`config.mk`:
```
export PLATFORM = sky130hd
export DESIGN_NAME = muldiv_unit_flat
export DESIGN_NICKNAME = d
export VERILOG_FILES = /design/src/rtl/md_pkg.sv /design/src/rtl/muldiv_unit_if.sv /design/src/rtl/md_iter_step.sv /design/src/rtl/muldiv_unit.sv /design/src/flat_wrapper.sv
export SDC_FILE = /design/constraint.sdc
export NUM_CORES = 1
export LEC_CHECK = 0
export CELL_PAD_IN_SITES_DETAIL_PLACEMENT = 0
export CELL_PAD_IN_SITES_GLOBAL_PLACEMENT = 1
export CORE_MARGIN = 3
export CORE_UTILIZATION = 50
export DETAILED_ROUTE_END_ITERATION = 10
export PLACE_DENSITY_LB_ADDON = 0.1
export SYNTH_ARGS = -nofsm -noshare
export SYNTH_HDL_FRONTEND = slang
export SYNTH_HIERARCHICAL = 1
export SYNTH_SLANG_ARGS = --single-unit
```
`constraint.sdc`:
```
create_clock -name clk -period 15.28 [get_ports clk]
set_input_delay 4.584 -clock clk [delete_from_list [all_inputs] [get_ports clk]]
set_output_delay 4.584 -clock clk [all_outputs]
set_load 0.005 [all_outputs]
```
`src/rtl/md_pkg.sv`:
```
// Shared encodings and constants for the MIPS32 multiply/divide unit.
package md_pkg;

    localparam int unsigned WIDTH     = 32;
    localparam logic [4:0]  ITER_LAST = 5'd31;

    typedef enum logic [2:0] {
        MD_MULT  = 3'b000,
        MD_MULTU = 3'b001,
        MD_DIV   = 3'b010,
        MD_DIVU  = 3'b011,
        MD_MTHI  = 3'b100,
        MD_MTLO  = 3'b101
    } md_op_e;

    typedef enum logic [1:0] {
        S_IDLE = 2'd0,
        S_CALC = 2'd1,
        S_FIX  = 2'd2
    } md_state_e;

    typedef enum logic {
        MODE_MUL = 1'b0,
        MODE_DIV = 1'b1
    } md_mode_e;

endpackage

```
`src/rtl/muldiv_unit_if.sv`:
```
// EX-stage <-> multiply/divide unit signal bundle.
interface muldiv_unit_if;
    import md_pkg::*;

    logic             start;
    logic [2:0]       md_op;
    logic [WIDTH-1:0] src_a;
    logic [WIDTH-1:0] src_b;
    logic             flush;
    logic             hilo_rd;
    logic             hilo_sel;
    logic [WIDTH-1:0] hilo_rdata;
    logic             busy;
    logic             stall;
    logic             done;

    modport master (
        output start, md_op, src_a, src_b, flush, hilo_rd, hilo_sel,
        input  hilo_rdata, busy, stall, done
    );

    modport slave (
        input  start, md_op, src_a, src_b, flush, hilo_rd, hilo_sel,
        output hilo_rdata, busy, stall, done
    );

endinterface

```
`src/rtl/md_iter_step.sv`:
```
// One iteration of shift-add multiply or restoring shift-subtract divide.
module md_iter_step
    import md_pkg::*;
(
    input  md_mode_e         mode_i,
    input  logic [63:0]      acc_i,
    input  logic [WIDTH-1:0] rem_i,
    input  logic [WIDTH-1:0] opnd_i,
    input  logic             bit_i,
    output logic [63:0]      acc_o,
    output logic [WIDTH-1:0] rem_o,
    output logic             qbit_o
);

    logic [WIDTH:0] shifted;
    logic [WIDTH:0] diff;

    always_comb begin
        acc_o   = acc_i;
        rem_o   = rem_i;
        qbit_o  = 1'b0;
        shifted = {rem_i, bit_i};
        diff    = shifted - {1'b0, opnd_i};
        if (mode_i == MODE_MUL) begin
            acc_o = (acc_i << 1) + {32'b0, (bit_i ? opnd_i : '0)};
        end else begin
            // Partial remainder stays below 2*divisor, so bit 32 of diff is the borrow.
            qbit_o = ~diff[WIDTH];
            rem_o  = qbit_o ? diff[WIDTH-1:0] : shifted[WIDTH-1:0];
        end
    end

endmodule

```
`src/rtl/muldiv_unit.sv`:
```
// Multi-cycle MULT/MULTU/DIV/DIVU sequencer with architectural HI/LO registers.
module muldiv_unit
    import md_pkg::*;
(
    input  logic         clk,
    input  logic         rst_n,
    muldiv_unit_if.slave md
);

    md_state_e        state_q;
    logic [4:0]       cnt_q;
    logic [63:0]      acc_q;
    logic [WIDTH-1:0] rem_q;
    logic [WIDTH-1:0] a_q;
    logic [WIDTH-1:0] b_q;
    md_mode_e         mode_q;
    logic             neg_res_q;
    logic             neg_rem_q;
    logic             div0_q;
    logic [WIDTH-1:0] hi_q;
    logic [WIDTH-1:0] lo_q;
    logic             done_q;

    md_op_e           op_e;
    logic             signed_op;
    logic             sign_a;
    logic             sign_b;
    logic [WIDTH-1:0] mag_a;
    logic [WIDTH-1:0] mag_b;

    logic [63:0]      acc_step;
    logic [WIDTH-1:0] rem_d;
    logic             qbit;
    logic [63:0]      acc_d;
    logic [63:0]      prod_fix;
    logic [WIDTH-1:0] quo_fix;
    logic [WIDTH-1:0] rem_fix;

    always_comb begin
        op_e      = md_op_e'(md.md_op);
        signed_op = (op_e == MD_MULT) || (op_e == MD_DIV);
        sign_a    = signed_op & md.src_a[WIDTH-1];
        sign_b    = signed_op & md.src_b[WIDTH-1];
        mag_a     = sign_a ? -md.src_a : md.src_a;
        mag_b     = sign_b ? -md.src_b : md.src_b;
    end

    // Multiplier bits (mul) and dividend bits (div) both come MSB-first from a_q.
    md_iter_step u_step (
        .mode_i (mode_q),
        .acc_i  (acc_q),
        .rem_i  (rem_q),
        .opnd_i (b_q),
        .bit_i  (a_q[cnt_q]),
        .acc_o  (acc_step),
        .rem_o  (rem_d),
        .qbit_o (qbit)
    );

    always_comb begin
        acc_d    = (mode_q == MODE_DIV) ? {acc_q[62:0], qbit} : acc_step;
        prod_fix = neg_res_q ? -acc_q : acc_q;
        quo_fix  = div0_q ? '1 : (neg_res_q ? -acc_q[WIDTH-1:0] : acc_q[WIDTH-1:0]);
        rem_fix  = neg_rem_q ? -rem_q : rem_q;
    end

    always_ff @(posedge clk or negedge rst_n) begin
        if (!rst_n) begin
            state_q   <= S_IDLE;
            cnt_q     <= '0;
            acc_q     <= '0;
            rem_q     <= '0;
            a_q       <= '0;
            b_q       <= '0;
            mode_q    <= MODE_MUL;
            neg_res_q <= 1'b0;
            neg_rem_q <= 1'b0;
            div0_q    <= 1'b0;
            hi_q      <= '0;
            lo_q      <= '0;
            done_q    <= 1'b0;
        end else begin
            done_q <= 1'b0;
            if (md.flush) begin
                state_q <= S_IDLE;
                cnt_q   <= '0;
            end else begin
                case (state_q)
                    S_IDLE: begin
                        if (md.start) begin
                            case (op_e)
                                MD_MULT, MD_MULTU, MD_DIV, MD_DIVU: begin
                                    state_q   <= S_CALC;
                                    cnt_q     <= ITER_LAST;
                                    acc_q     <= '0;
                                    rem_q     <= '0;
                                    a_q       <= mag_a;
                                    b_q       <= mag_b;
                                    mode_q    <= (op_e == MD_DIV || op_e == MD_DIVU) ? MODE_DIV : MODE_MUL;
                                    neg_res_q <= sign_a ^ sign_b;
                                    neg_rem_q <= sign_a;
                                    div0_q    <= (md.src_b == '0);
                                end
                                MD_MTHI: hi_q <= md.src_a;
                                MD_MTLO: lo_q <= md.src_a;
                                default: ;
                            endcase
                        end
                    end
                    S_CALC: begin
                        acc_q <= acc_d;
                        rem_q <= rem_d;
                        if (cnt_q == '0) begin
                            state_q <= S_FIX;
                        end else begin
                            cnt_q <= cnt_q - 5'd1;
                        end
                    end
                    S_FIX: begin
                        if (mode_q == MODE_MUL) begin
                            hi_q <= prod_fix[63:32];
                            lo_q <= prod_fix[31:0];
                        end else begin
                            hi_q <= rem_fix;
                            lo_q <= quo_fix;
                        end
                        done_q  <= 1'b1;
                        state_q <= S_IDLE;
                    end
                    default: state_q <= S_IDLE;
                endcase
            end
        end
    end

    assign md.busy       = (state_q != S_IDLE);
    assign md.done       = done_q;
    assign md.stall      = md.busy & (md.start | md.hilo_rd);
    assign md.hilo_rdata = md.hilo_sel ? hi_q : lo_q;

endmodule

```
`src/flat_wrapper.sv`:
```
// flat-port wrapper written by rule: the top's interface ports become plain ports
module muldiv_unit_flat import md_pkg::*;
  (clk, rst_n, md_start, md_md_op, md_src_a, md_src_b, md_flush, md_hilo_rd, md_hilo_sel, md_hilo_rdata, md_busy, md_stall, md_done);
  muldiv_unit_if md_i ();
  input  logic clk;
  input  logic rst_n;
  input wire logic [$bits(md_i.start)-1:0] md_start;
  input wire logic [$bits(md_i.md_op)-1:0] md_md_op;
  input wire logic [$bits(md_i.src_a)-1:0] md_src_a;
  input wire logic [$bits(md_i.src_b)-1:0] md_src_b;
  input wire logic [$bits(md_i.flush)-1:0] md_flush;
  input wire logic [$bits(md_i.hilo_rd)-1:0] md_hilo_rd;
  input wire logic [$bits(md_i.hilo_sel)-1:0] md_hilo_sel;
  output wire logic [$bits(md_i.hilo_rdata)-1:0] md_hilo_rdata;
  output wire logic [$bits(md_i.busy)-1:0] md_busy;
  output wire logic [$bits(md_i.stall)-1:0] md_stall;
  output wire logic [$bits(md_i.done)-1:0] md_done;
  assign md_i.start = md_start;
  assign md_i.md_op = md_md_op;
  assign md_i.src_a = md_src_a;
  assign md_i.src_b = md_src_b;
  assign md_i.flush = md_flush;
  assign md_i.hilo_rd = md_hilo_rd;
  assign md_i.hilo_sel = md_hilo_sel;
  assign md_hilo_rdata = md_i.hilo_rdata;
  assign md_busy = md_i.busy;
  assign md_stall = md_i.stall;
  assign md_done = md_i.done;
  muldiv_unit u_core (.clk(clk), .rst_n(rst_n), .md(md_i));
endmodule
```
==> results.ini, run 1 <==
[final_layout]
multi_input_area_um2=13400
mostFrequentLayoutCells=nand2_1 (369), o21ai_0 (264), dfrtp_1 (234), nor2_1 (194), a21oi_1 (146)
layout_commonest_cell=nand2_1
finalNonFillerCells=3093
area_delta_synth_final_pct=11.3
fillerInstances=3693
final-seq-area_um2=5910
n_antenna_cell=0
fin_util=0.565
final_nets=2688
drive_gt1_frac=0.0709

[grt]
grt_max_degree=126
overflow=0
grtUsageTotal=0.311
antenna_found_initial=5
grt_pass1_wl_mm=107
grt_pass1_vias=18024

[synthesis]
yosys.cell_types.count=88
synth_edf_count=0
synth_ff_type=dfrtp_1
synth.area.top_cells=dfrtp_1 (29%), nand2_1 (6.8%), o21ai_0 (6.6%)
yosys.area.top_type=dfrtp_1
synth_async_sr_flop_share=1.00
ys_warn_count=6
avgSynthCellArea_um2=7.93
ys_ff_latch=236
syn_area_um2=20300
syn_inst=2554
synth_top_cell_area_share=0.292
synth_seq_area_share=0.292
syn-num-nets=2698

[clock_network]
cts_setup_buffers=0
clock_latency_ps=590
cts_root_buffer=clkbuf_16
tritoncts=done
htree_levels=1
cts_sinks=236
clkSlewWorstSetupHoldPaths_ps=60
clk_path_buf_depth=3
cts_inserted_buffers=30
ctsHoldBuffers=0
cts_resized=0

[drt]
ant_nets=0
finalWirelength_mm=69.7
drc=0
first_pass_iters=7
wl_per_cell_um=22.5
via_count=19354
drt_iter0_drc=1776
viasPerCell=6.26

[power_and_ir_drop]
power.leakage_nw=9.17
pwr_density_cell_nw_per_um2=126
vdd_ir_drop_max_uv=134

[setup_path]
required_ps=10700
path_class=input port to output port
critPathCaptureType=output port
critPathMaxFanout=32
crit_arrival_ps=6270
startpoint_type=input port

[floorplan]
dieArea_um2=43000
fp-row-count=73
io_pins=108
core_area_um2=39900
start_util=0.507
die_h_um=207
die_x_um=207

[sta]
max_freq_mhz=92.1
period_needed_ps=10860
hold_violations=0
worstMarginPinSlew_ps=1090
fin_ws_ps=4420
relSlewSlack=0.270
fin_worst_skew_ps=17.8
finalSetupViolations=0
post-route-period-util=0.711
holdWs_ps=475
slew_violations=0
rsz0062_at_grt=false
tns_ps=0

[placement]
dp_cells=3037
place_congestion=0.943
io_buffers=107
hpwl_mm=51.5
pre_cts_slack_ps=4430

[hold_path]
hp-class=flop to flop

[run_status]
status=finished clean

[run]
max-cap-violations=0

-- cells by family after synthesis --
logic type / synth area share
multiplexers: 0.0761
AND/OR/NAND/NOR: 0.205
flip-flops: 0.292
buffers and inverters: 0.0481
adder cells (fa/ha/maj): 0.0446
AO/OA/AOI/OAI: 0.238
XOR/XNOR: 0.0964
-- flip-flops by register name, summed over array words and instances, names as in the netlist --
register          cells
u_core/state_q        2
u_core/mode_q         1
u_core/md.done        1
u_core/rem_q         32
u_core/hi_q          32
u_core/a_q           32
u_core/neg_res_q      1
u_core/lo_q          32
u_core/acc_q         64
u_core/b_q           32
u_core/div0_q         1
u_core/cnt_q          5
u_core/neg_rem_q      1
-- report_power, final --
| group | switching (W) | internal [W] | leakage (nW) |
|---|---|---|---|
| logic | 0.000698 | 0.000491 | 5.59 |
| clock network | 0.000307 | 0.000436 | 0.506 |
| registers | 0.000162 | 0.000750 | 3.07 |
-- area by class of cell --
cell class              count  area share
flip-flops and latches    236       0.262
multi-input cells        2069       0.596
clock inverters            19     0.00860
repair buffers            125      0.0537
clock buffers              37      0.0367
well taps                 525      0.0291
inverters                  82      0.0137
-- metrics by stage --
step	power, W	cell area (um^2)
2_1_floorplan	0.00168	20300
3_3_place_gp	0.00207	21500
3_5_place_dp	0.00209	21500
4_1_cts	0.00284	22500
5_1_grt	0.00300	22500
6_report	0.00284	22500
-- metal layers --
metal,up-vias,wire length (um),GRT usage
met4,4,3150,0.120
met5,-,32,0
met1,9287,31000,0.436
met3,135,4840,0.0544
met2,677,30700,0.482
li1,9251,-,-
-- final timing paths --
check	from	end	cells past startpoint	slack, ps
min in group asynchronous	rst_n	u_core/a_q[19]	1	4030
hold / removal	u_core/lo_q[12]	u_core/lo_q[12]	2	470
hold reg to reg	u_core/lo_q[12]	u_core/lo_q[12]	2	470
max in group asynchronous	rst_n	u_core/acc_q[29]	3	9110
setup reg to reg	u_core/cnt_q[0]	u_core/rem_q[8]	19	8720
setup / recovery	md_hilo_sel	md_hilo_rdata[20]	4	4420
-- Yosys cell counts, drive strengths merged (11+ instances only) --
cell and number:
nor3b 11, o41ai 32, mux2 46, a31oi 25
nand4 27, nand2 369, o21ai 292, a21oi 146
clkbuf 135, xnor2 121, dfrtp 236, buf 32
o221ai 11, xor2 101, ha 69, a221oi 23
or4 29, and3 25, nor2 194, o22ai 23
o21a 11, o211ai 12, o31ai 99, nand3 43
inv 81, nand2b 19, a211oi 11, a21o 22
nor4 25, mux2i 91, or3 31, nor3 55
nor2b 14
-- worst max-delay path, stage by stage --
cell and delay (ps):
clkdlybuf4s50_1 460, buf_4 380, mux2_2 390, clkdlybuf4s50_1 450
Power figures use the tool's default switching activity.
==> inputs of run 2 (changes only) <==
--- a/config.mk
+++ b/config.mk
@@ -8,7 +8,7 @@
 export CELL_PAD_IN_SITES_DETAIL_PLACEMENT = 0
 export CELL_PAD_IN_SITES_GLOBAL_PLACEMENT = 1
 export CORE_MARGIN = 3
-export CORE_UTILIZATION = 50
+export CORE_UTILIZATION = 47
 export DETAILED_ROUTE_END_ITERATION = 10
 export PLACE_DENSITY_LB_ADDON = 0.1
 export SYNTH_ARGS = -nofsm -noshare
==> constraint.sdc (replaced) <==
create_clock -name clk -period 11 [get_ports clk]
set_input_delay 3.3 -clock clk [delete_from_list [all_inputs] [get_ports clk]]
set_output_delay 3.3 -clock clk [all_outputs]
set_load 0.005 [all_outputs]
==> run 2 against run 1 <==
Combinational power increased by 38%. Non-clock buffer count shrank 1. First-iteration DRC count down 1.4%. Final cell count is 0.32% higher. Critical path depth unchanged. Total power grew 38%. Sequential share of layout area barely moved. Largest power group unchanged.
==> results.ini, run 2 (synthesis gave the netlist of run 1 again) <==
[run_status]
status=finished clean

[grt]
grt_max_degree=159  ; +26%
grt_pass1_vias=17781  ; -1.3%
grt_pass1_wl_mm=106  ; -0.82%
grtUsageTotal=0.298  ; -0.0133
antenna_found_initial=1  ; -4
overflow=0  ; unchanged

[drt]
ant_nets=0  ; unchanged
viasPerCell=6.22  ; -0.52%
finalWirelength_mm=69.2  ; -0.78%
first_pass_iters=5  ; -2
wl_per_cell_um=22.3  ; -1.1%
drc=0  ; unchanged
drt_iter0_drc=1751  ; -1.4%
via_count=19316  ; -0.20%

[clock_network]
ctsHoldBuffers=0  ; unchanged
clock_latency_ps=590  ; about the same
htree_levels=1  ; unchanged
clk_path_buf_depth=3  ; unchanged
cts_resized=0  ; unchanged
cts_root_buffer=clkbuf_16
clkSlewWorstSetupHoldPaths_ps=60  ; about the same
cts_setup_buffers=0  ; unchanged
cts_inserted_buffers=30  ; unchanged
cts_sinks=236  ; unchanged
tritoncts=done

[final_layout]
mostFrequentLayoutCells=nand2_1 (369), o21ai_0 (264), dfrtp_1 (234), nor2_1 (194), a21oi_1 (146)
layout_commonest_cell=nand2_1
final-seq-area_um2=5910  ; unchanged
area_delta_synth_final_pct=11.3  ; about the same
fin_util=0.534  ; -0.0310
fillerInstances=4052  ; +9.7%
final_nets=2687  ; -0.037%
largest_reg_flops=64  ; unchanged
largest_register=u_core/acc_q
n_antenna_cell=0  ; unchanged
finalNonFillerCells=3103  ; +0.32%
drive_gt1_frac=0.0690  ; -0.00184
multi_input_area_um2=13400  ; unchanged

[setup_path]
critPathCaptureType=output port
rr_worst_depth=18  ; -1
regToRegSetupSlack_ps=4220  ; -4500 ps
critPathMaxFanout=32  ; unchanged
path_class=input port to output port
startpoint_type=input port
crit_arrival_ps=5000  ; -1270 ps
required_ps=7700  ; -3000 ps

[sta]
fin_worst_skew_ps=24.8  ; +7.03 ps
fin_ws_ps=2700  ; -1720 ps
relSlewSlack=0.235  ; -0.0354
period_needed_ps=8300
rsz0062_at_grt=false
worstMarginPinSlew_ps=1150  ; +57.1 ps
tns_ps=0  ; unchanged
max_freq_mhz=121
finalSetupViolations=0  ; unchanged
hold_violations=0  ; unchanged
post-route-period-util=0.754
slew_violations=0  ; unchanged

[placement]
place_congestion=0.980  ; +3.9%
pre_cts_slack_ps=2710  ; -1720 ps
hpwl_mm=51.6  ; +0.22%
dp_cells=3050  ; +0.43%
io_buffers=107  ; unchanged

[run]
max-cap-violations=0  ; unchanged

[power_and_ir_drop]
power_w=0.00391  ; +38%
vdd_ir_drop_max_uv=145  ; +8.5%
pwr_density_cell_nw_per_um2=174  ; +38%
power.leakage_nw=9.16  ; -0.12%

[floorplan]
dieArea_um2=45600  ; +6.2%
die_h_um=214  ; +3.1%
core_area_um2=42200  ; +5.8%
io_pins=108  ; unchanged
fp-row-count=75  ; +2.7%
die_x_um=214  ; +3.1%
start_util=0.480  ; -0.0278

[hold_path]
min_path_cells=2  ; unchanged
hp-class=flop to flop

[run 2: cell count changes in the layout (fill, tap and decap cells not counted)]
cell	delta
clkinv_4	-4
buf_4	-2
clkbuf_8	+2
buf_12	+1
clkbuf_1	+1
clkbuf_16	-1
clkinv_2	-1
clkinv_8	+1
clkinvlp_4	-1
[run 2: per-layer routing]
layer  wire length, um  track usage  vias up  share of wire
met3              4770       0.0348      137          0.069
met5                12            0        -        0.00017
met1             30900        0.423     9194           0.45
met4              3070        0.116        2          0.044
li1                  -            -     9232              -
met2             30400        0.469      751           0.44
[run 2: power breakdown]
part	leakage [nW]	switching, W	internal (W)
logic	5.59	0.000960	0.000680
registers	3.07	0.000226	0.00104
clock network	0.495	0.000405	0.000601
[run 2: layout make-up]
cell class	count	area share
Inverter	82	0.0137
Multi-Input combinational cell	2069	0.596
Sequential cell	236	0.262
Tap cell	539	0.0299
Timing Repair Buffer	124	0.0540
Clock buffer	39	0.0370
Clock inverter	14	0.00722
[run 2: worst paths after layout]
kind                                       from                 to
worst min-delay path              u_core/a_q[2]      u_core/a_q[2]
max in group asynchronous                 rst_n      u_core/mode_q
min in group asynchronous                 rst_n     u_core/lo_q[6]
worst max register to register  u_core/cnt_q[0]    u_core/rem_q[2]
worst min register to register    u_core/a_q[2]      u_core/a_q[2]
worst max-delay path                md_hilo_sel  md_hilo_rdata[20]
[run 2: critical path, cell delays in order]
cell and delay [ps]:
clkdlybuf4s50_1 460, buf_4 380, mux2_2 400, clkdlybuf4s50_1 450
[run 2: metrics by stage]
| stage | hold slack [ps] | cell area [um^2] |
|---|---|---|
| after floorplan | 438 | 20300 |
| after global placement | 458 | 21500 |
| after detailed placement | 466 | 21500 |
| after CTS | 479 | 22500 |
| after global routing | 503 | 22500 |
| final | 474 | 22500 |
==> inputs of run 3 (changes only) <==
==> constraint.sdc (replaced) <==
create_clock -name clk -period 8.05 [get_ports clk]
set_input_delay 2.415 -clock clk [delete_from_list [all_inputs] [get_ports clk]]
set_output_delay 2.415 -clock clk [all_outputs]
set_load 0.005 [all_outputs]
==> run 3 against run 2 <==
Critical path depth is 17 higher. Sequential cell count stayed put. Global-route usage increased by 0.45 points. Worst hold slack better by 4.0 ps. Clock skew shrank 4.9 ps. Highest routed layer is now met4.
==> results.ini, run 3 (synthesis gave the netlist of run 1 again) <==
[final_layout]
mostFrequentLayoutCells=nand2_1 (369), o21ai_0 (264), dfrtp_1 (234), nor2_1 (194), a21oi_1 (146)
largest_reg_flops=64  ; unchanged
multi_input_area_um2=13400  ; unchanged
fillerInstances=4069  ; +0.42%
area_delta_synth_final_pct=11.5
layout_commonest_cell=nand2_1
final_nets=2686  ; -0.037%
drive_gt1_frac=0.0694  ; +0.000363
largest_register=u_core/acc_q
n_antenna_cell=0  ; unchanged
final-seq-area_um2=5910  ; unchanged

[drt]
drt_iter0_drc=1749  ; -0.11%
wl_per_cell_um=22.4  ; +0.51%
finalWirelength_mm=69.5  ; +0.54%
via_count=19386  ; +0.36%
viasPerCell=6.25  ; +0.33%
ant_nets=0  ; unchanged
first_pass_iters=8  ; +3
drc=0  ; unchanged

[clock_network]
cts_setup_buffers=0  ; unchanged
cts_root_buffer=clkbuf_16
cts_sinks=236  ; unchanged
clkSlewWorstSetupHoldPaths_ps=60  ; about the same
tritoncts=done
cts_inserted_buffers=29  ; -3.3%
clk_path_buf_depth=3  ; unchanged
clock_latency_ps=590  ; about the same
cts_resized=0  ; unchanged
htree_levels=1  ; unchanged
ctsHoldBuffers=0  ; unchanged

[sta]
hold_violations=0  ; unchanged
tns_ps=0  ; unchanged
rsz0062_at_grt=false
finalSetupViolations=0  ; unchanged
period_needed_ps=6630
relSlewSlack=0.0382  ; -0.197
fin_ws_ps=1420  ; -1280 ps
slew_violations=0  ; unchanged
fin_worst_skew_ps=19.9  ; -4.91 ps
post-route-period-util=0.823
max_freq_mhz=151
worstMarginPinSlew_ps=1430  ; +284 ps

[placement]
io_buffers=107  ; unchanged
hpwl_mm=52.0  ; +0.72%
pre_cts_slack_ps=1510  ; -1200 ps
place_congestion=0.984  ; +0.42%

[setup_path]
path_cells=mux2_2 -> a211o_1 -> o22ai_1 -> nor3_1 -> a21o_1 -> inv_1 -> ha_1 -> inv_1 -> fa_1 -> a211oi_2 -> o211ai_1 -> a22o_1 -> a211o_1 -> a21o_1 -> xnor2_4 -> buf_4 -> nand2_1 -> o21ai_0 -> mux2_2 -> nand2_1 -> o21ai_0
crit_family=compound AO/OA/AOI/OAI gates
required_ps=8540  ; +840 ps
slowest_delay_ps=850  ; +390 ps
rr_worst_depth=21  ; +3
critPathSlowestCell=xnor2_4
critPathCaptureType=flop
startpoint_type=flop
crit_arrival_ps=7120  ; +2120 ps
cp.depth=21  ; +17
critPathMaxFanout=38  ; +19%
path_buf_inv=3  ; unchanged
path_class=flop to flop

[grt]
grt_pass1_vias=17887  ; +0.60%
grt_pass1_wl_mm=108  ; +1.4%
antenna_found_initial=0  ; -1
grtUsageTotal=0.303  ; +0.00446
overflow=0  ; unchanged
grt_max_degree=195  ; +23%

[power_and_ir_drop]
vdd_ir_drop_max_uv=193  ; +33%
power.leakage_nw=9.18  ; +0.22%
pwr_density_cell_nw_per_um2=240  ; +38%

[hold_path]
hp-class=flop to flop
min_path_cells=2  ; unchanged

[floorplan]
io_pins=108  ; unchanged
start_util=0.480  ; unchanged
die_x_um=214  ; unchanged
die_h_um=214  ; unchanged
fp-row-count=75  ; unchanged
dieArea_um2=45600  ; unchanged
core_area_um2=42200  ; unchanged

[run]
max-cap-violations=0  ; unchanged

[run_status]
status=finished clean

==> run 3: power breakdown <==
group	internal (W)	leakage (nW)	switching (W)
registers	0.00142	3.07	0.000312
logic	0.000935	5.60	0.00132
clock network	0.000868	0.510	0.000566
total	0.00323	9.18	0.00219
==> run 3: layout make-up <==
class                           instances  share of cell area
Clock buffer                           38              0.0358
Inverter                               82              0.0136
Sequential cell                       236               0.262
Multi-Input combinational cell       2069               0.595
Timing Repair Buffer                  124              0.0544
Tap cell                              539              0.0299
Clock inverter                         16             0.00986
==> run 3: metrics by stage <==
step / utilization / power [W] / cell area (um^2) / cells / hold WS, ps
finish: 0.535 / 0.00542 / 22600 / 3104 / 478
global route: 0.535 / 0.00575 / 22600 / 3104 / 495
CTS: 0.535 / 0.00541 / 22600 / 3104 / 480
detailed placement: 0.510 / 0.00396 / 21600 / 3050 / 467
global placement: 0.510 / 0.00394 / 21600 / 3050 / 465
floorplan: - / 0.00318 / 20300 / 2554 / 438
==> run 3: path summary, 6_finish.rpt <==
kind | start | endpoint | slack, ps
min | u_core/b_q[9] | u_core/b_q[9] | 480
max in group asynchronous | rst_n | u_core/mode_q | 4920
max reg2reg | u_core/cnt_q[0] | u_core/rem_q[8] | 1420
min reg2reg | u_core/b_q[9] | u_core/b_q[9] | 480
min in group asynchronous | rst_n | u_core/lo_q[6] | 1790
max | u_core/cnt_q[0] | u_core/rem_q[8] | 1420
==> run 3: worst min-delay path, cell delays in order (launching register included) <==
cell and delay (ps):
dfrtp_1 340, nand2_1 50, o21ai_0 60
==> run 3: routing by layer <==
layer  share of wire  global-route usage  vias up
met1            0.45               0.438     9362
li1                -                   -     9233
met4           0.041               0.109        0
met5               0                   0        -
met2            0.44               0.470      668
met3           0.064              0.0341      123
